==> config.mk <==
export PLATFORM = sky130hd
export DESIGN_NAME = uart_tx_arbiter
export DESIGN_NICKNAME = d
export VERILOG_FILES = /design/src/rtl/uart_arb_pkg.sv /design/src/rtl/uart_tx_arbiter_rr_picker.sv /design/src/rtl/uart_tx_arbiter.sv
export SDC_FILE = /design/constraint.sdc
export NUM_CORES = 1
export LEC_CHECK = 0
export BUFFER_PORTS_ARGS = -buffer_cell sky130_fd_sc_hd__buf_2
export CORE_UTILIZATION = 50
export DETAILED_ROUTE_END_ITERATION = 10
export GPL_TIMING_DRIVEN = 0
export HOLD_SLACK_MARGIN = 0.05
export PLACE_DENSITY = 0.85
export SKIP_LAST_GASP = 1
export SLEW_MARGIN = 20
export SYNTH_ARGS = -nofsm -noshare
export SYNTH_HDL_FRONTEND = slang
export SYNTH_HIERARCHICAL = 1
export SYNTH_SLANG_ARGS = --single-unit
export TNS_END_PERCENT = 10
==> constraint.sdc <==
create_clock -name clk -period 2.79 [get_ports clk]
set_clock_uncertainty 0.2 [all_clocks]
set_input_delay 0.279 -clock clk [delete_from_list [all_inputs] [get_ports clk]]
set_output_delay 0.279 -clock clk [all_outputs]
set_load 0.05 [all_outputs]
==> src/rtl/uart_arb_pkg.sv <==
// uart_arb_pkg: shared state type and constants for the UART TX arbiter
package uart_arb_pkg;
  typedef enum logic {IDLE = 1'b0, LOCKED = 1'b1} arb_state_e;
  localparam int DEFAULT_TIMEOUT_CYCLES = 1000000;
  localparam int BYTE_W = 8;
endpackage

==> src/rtl/uart_tx_arbiter_rr_picker.sv <==
// rr_picker: cyclic first-set search of i_req starting at i_ptr, wrapping at N
module rr_picker
  import uart_arb_pkg::*;
#(
  parameter int N = 2,
  parameter int W = 1
) (
  input  logic [N-1:0] i_req,
  input  logic [W-1:0] i_ptr,
  output logic         o_found,
  output logic [W-1:0] o_idx
);
  logic [N-1:0] w_rot;
  assign o_found = |i_req;
  always_comb begin
    w_rot = N'({i_req, i_req} >> i_ptr);
    o_idx = '0;
    for (int k = N - 1; k >= 0; k--)
      if (w_rot[k]) o_idx = W'(({1'b0, i_ptr} + (W+1)'(k)) % (W+1)'(N));
  end
endmodule

==> src/rtl/uart_tx_arbiter.sv <==
// uart_tx_arbiter: packet-locked arbiter sharing one UART TX; define UART_ARB_FIXED_PRIO_EN for fixed priority
module uart_tx_arbiter
  import uart_arb_pkg::*;
#(
  parameter int NUM_REQ        = 2,
  parameter int TIMEOUT_CYCLES = DEFAULT_TIMEOUT_CYCLES
) (
  input  logic                        clk,
  input  logic                        reset,
  input  logic [NUM_REQ-1:0]          req_valid,
  input  logic [BYTE_W*NUM_REQ-1:0]   req_data,
  input  logic [NUM_REQ-1:0]          req_last,
  output logic [NUM_REQ-1:0]          req_ready,
  output logic                        tx_valid,
  output logic [BYTE_W-1:0]           tx_data,
  input  logic                        tx_ready,
  output logic [$clog2(NUM_REQ)-1:0]  grant_id,
  output logic                        busy,
  output logic                        timeout
);
  localparam int IDW = $clog2(NUM_REQ);
  localparam int CW  = TIMEOUT_CYCLES > 1 ? $clog2(TIMEOUT_CYCLES) : 1;
  arb_state_e     r_state, w_state_nx;
  logic [IDW-1:0] r_grant, w_rr_ptr, w_pick;
  logic [CW-1:0]  r_cnt;
  logic           w_locked, w_found, w_xfer, w_expire, w_release;

  rr_picker #(.N(NUM_REQ), .W(IDW)) u_pick (
    .i_req   (req_valid),
    .i_ptr   (w_rr_ptr),
    .o_found (w_found),
    .o_idx   (w_pick)
  );

`ifdef UART_ARB_FIXED_PRIO_EN
  assign w_rr_ptr = '0;
`else
  logic [IDW-1:0] r_rr_ptr, w_g_next;
  assign w_g_next = r_grant == IDW'(NUM_REQ - 1) ? '0 : r_grant + IDW'(1);
  always_ff @(posedge clk)
    if (reset) r_rr_ptr <= '0;
    else if (w_release) r_rr_ptr <= w_g_next;
  assign w_rr_ptr = r_rr_ptr;
`endif

  assign w_locked  = r_state == LOCKED;
  assign w_xfer    = w_locked && req_valid[r_grant] && tx_ready;
  // a transfer in the expiry cycle wins over the timeout
  assign w_expire  = w_locked && !w_xfer && r_cnt == CW'(TIMEOUT_CYCLES - 1);
  assign w_release = (w_xfer && req_last[r_grant]) || w_expire;

  always_ff @(posedge clk)
    if (reset) r_state <= IDLE;
    else r_state <= w_state_nx;

  always_comb
    w_state_nx = !w_locked ? (w_found ? LOCKED : IDLE) : (w_release ? IDLE : LOCKED);

  always_ff @(posedge clk)
    if (reset) begin
      r_grant <= '0;
      r_cnt   <= '0;
    end else begin
      if (!w_locked && w_found) r_grant <= w_pick;
      r_cnt <= (!w_locked || w_xfer || w_expire) ? '0 : r_cnt + CW'(1);
    end

  always_comb begin
    busy      = w_locked;
    grant_id  = r_grant;
    tx_valid  = w_locked && req_valid[r_grant];
    tx_data   = req_data[{r_grant, 3'b000} +: BYTE_W];
    req_ready = w_locked && tx_ready ? NUM_REQ'(1) << r_grant : '0;
    timeout   = w_expire;
  end
endmodule

==> impl_metrics.csv <==
group,metric,value,unit
global_route,grt_max_degree,13,
min_path,hp-start,"req_valid[0]",
critical_path,max_stage_delay,0.42,ns
critical_path,cp_num_buf_inv,3,
timing,slew_headroom,69.2,%
drt,route.met2.wl,1450,um
finish,final_cell_mix,"37 x buf_2, 23 x dfxtp_1, 19 x nor2_1",
min_path,hold_end,"grant_id",
cts,cts_sinks,23,
die,start_util,54.1,%
cts,numCtsBuffers,3,
critical_path,r2r_setup_slack,0.65,ns
pwr,power.density,427,nW/um^2
placed_design,dp_hpwl,2070,um
critical_path,cpLargestDelayFamily,"buffers and inverters",
outcome,status,"completed",
cts,post_cts_resized,0,
finish,nNetsFinal,211,
synthesis,yosys_warnings,6,
drt,wl_met1,1200,um
finish,multiInputGateArea,708,sq um
cts,cts_max_level,1,
drt,met3_length,76,um
drt,routedWlPerCell,12.8,um
drt,drtAntennaViolNets,0,
min_path,hold_path_class,"in2reg",
finish,fillers,194,
synthesis,synth.net_count,169,
timing,fin_crit_sh,86.0,%
global_route,antenna_found_initial,0,
drt,vias_per_cell,5.42,
critical_path,cp.depth,4,
critical_path,cp-start-kind,"register",
die,design.portCount,37,
finish,antenna_cells,0,
die,dieArea,2640,sq um
synthesis,postSynthCellCount,145,
critical_path,cp.required,2.31,ns
timing,setup-violations-final,0,
die,rows,17,
finish,seq_area,460,sq um
timing,rsz0062_at_grt,"false",
die,die_h,51.4,um
global_route,overflow,0,
cts,cts_buffer_depth,2,
placed_design,io_buffers,36,
timing,timing.hold.ws,0.164,ns
cts,cts_tree,"yes",
synthesis,synthDistinctLibCells,34,
die,die_w,51.4,um
synthesis,synthTopCellsByArea,"dfxtp_1 38%, mux2_2 8.3%, nor2_1 5.9%",
timing,period_minus_slack,2.40,ns
synthesis,ys_ff_latch,23,
critical_path,crit_path_max_fanout,10,
synthesis,netlist_area,1220,sq um
synthesis,async_flop_share,0,%
critical_path,timing.rr.end,"r_cnt[18]",
timing,slew_violations,0,
drt,drcViolationCount,0,
critical_path,cp.arrival,1.92,ns
cts,ctsRootBufferMaster,"clkbuf_4",
timing,max_freq,417,MHz
global_route,grt_pass1_wl,4250,um
synthesis,yosysTopAreaCell,"dfxtp_1",
critical_path,path_class,"reg2out",
die,core_area,2250,sq um
pwr,ir_worst_vdd,0.000283,V
min_path,holdPathStages,4,
synthesis,synth_ff_type,"dfxtp_1",
global_route,grt_pass1_vias,995,
drt,dr.pass1.iters,4,
critical_path,slowest_stage,"clkbuf_1",
drt,vias,1160,
placed_design,gp_congestion,0.780,
pwr,leakage,0.539,nW
global_route,grtUsageTotal,21.3,%
finish,layout-drive-gt1-share,28.5,%
critical_path,reg2reg_from,"r_cnt[0]",
critical_path,path_cells,"clkbuf_1 > clkbuf_1 > mux2_2 > buf_2",
synthesis,avgSynthCellArea,8.40,sq um
synthesis,netlist.area_leader.share,37.8,%
critical_path,reg2regPathDepth,5,
synthesis,synth-edff-count,0,
cts,clk_latency,0.30,ns
finish,area_delta_synth_final,20.6,%
run,drv_cap,0,
synthesis,seq_area_frac_synth,37.8,%
timing,hold_viol,0,
timing,worst_pin_slew,0.462,ns
timing,setup_tns,0,ns
drt,top_layer,"met4",
cts,clkTransAtPathRegs,0.12,ns
critical_path,end_kind,"output port",
drt,drt_wl_total,2740,um
drt,first_iter_violations,20,
critical_path,cpMostUsedCell,"clkbuf_1",
finish,layout_commonest_cell,"buf_2",
-- tightest hold or removal path, delay by kind of cell --
kind / cells / cell delay (ns)
simple gates: 1 / 0.10
buf+inv: 1 / 0.11
compound gates: 2 / 0.13
-- where the power goes --
part / switching [mW] / internal (mW)
sequential: 0.00623 / 0.334
combinational: 0.0939 / 0.0449
clock: 0.0935 / 0.0557
total: 0.194 / 0.435
-- logic make-up after synthesis --
logic type | after synthesis | synth area share, %
XOR/XNOR | 12 | 8.62
AND/OR/NAND/NOR | 67 | 30.2
AO/OA/AOI/OAI | 19 | 9.14
adder cells (fa/ha/maj) | 1 | 1.03
multiplexers | 10 | 9.14
buffers and inverters | 13 | 4.11
flip-flops | 23 | 37.8
-- routing by layer --
metal / GRT usage [%] / up-vias
met5: 0 / -
met4: 5.41 / 0
met3: 3.87 / 2
met2: 39.6 / 23
met1: 24.6 / 549
li1: - / 586
-- timing repair --
item                      CTS  global route
hold endpoints to repair    2             0
buffers inserted            0             0
hold buffers                1             0
-- metrics by stage --
step | area [sq um] | util [%] | std cells | power, mW | setup slack, ns
2_1_floorplan | 1220 | - | 145 | 0.446 | 0.00183
3_3_place_gp | 1430 | 63.6 | 209 | 0.480 | 0.716
3_5_place_dp | 1430 | 63.6 | 209 | 0.485 | 0.664
4_1_cts | 1470 | 65.2 | 214 | 0.635 | 0.373
5_1_grt | 1470 | 65.2 | 214 | 0.655 | 0.287
6_report | 1470 | 65.2 | 214 | 0.628 | 0.391
-- flip-flops by register name, summed over array words and instances (netlist names) --
register and flops:
r_cnt 20, r_rr_ptr 1, busy 1, grant_id 1
-- cells in the mapped netlist (2+ instances only) --
master,number
nor3_1,4
nand3b_1,2
inv_1,8
nor2b_1,3
nor4bb_1,2
nand2b_1,2
o21ai_0,6
or3_1,5
and3_1,3
or4_1,4
dfxtp_1,23
nor2_1,19
nand4_1,3
xor2_1,4
nand3_1,7
xnor2_1,8
nand2_1,7
o31ai_1,2
clkbuf_1,4
mux2_2,9
a21oi_1,7
-- cell type report --
type | count | share of cell area (%)
timing repair buffer | 37 | 12.9
multi-input combinational | 109 | 48.2
clock buffer | 4 | 1.79
inverter | 8 | 2.04
buffer | 5 | 1.36
sequential | 23 | 31.3
tap | 28 | 2.38
-- how the worst max path moves through the flow --
| stage | startpoint | end |
|---|---|---|
| final | grant_id | tx_data[6] |
| after global routing | r_cnt[0] | timeout |
| after global placement | r_cnt[0] | r_cnt[16] |
| after floorplan | grant_id | timeout |
| after CTS | grant_id | tx_data[6] |
| after detailed placement | r_cnt[0] | r_cnt[18] |
(Power assumes the default switching activity.)
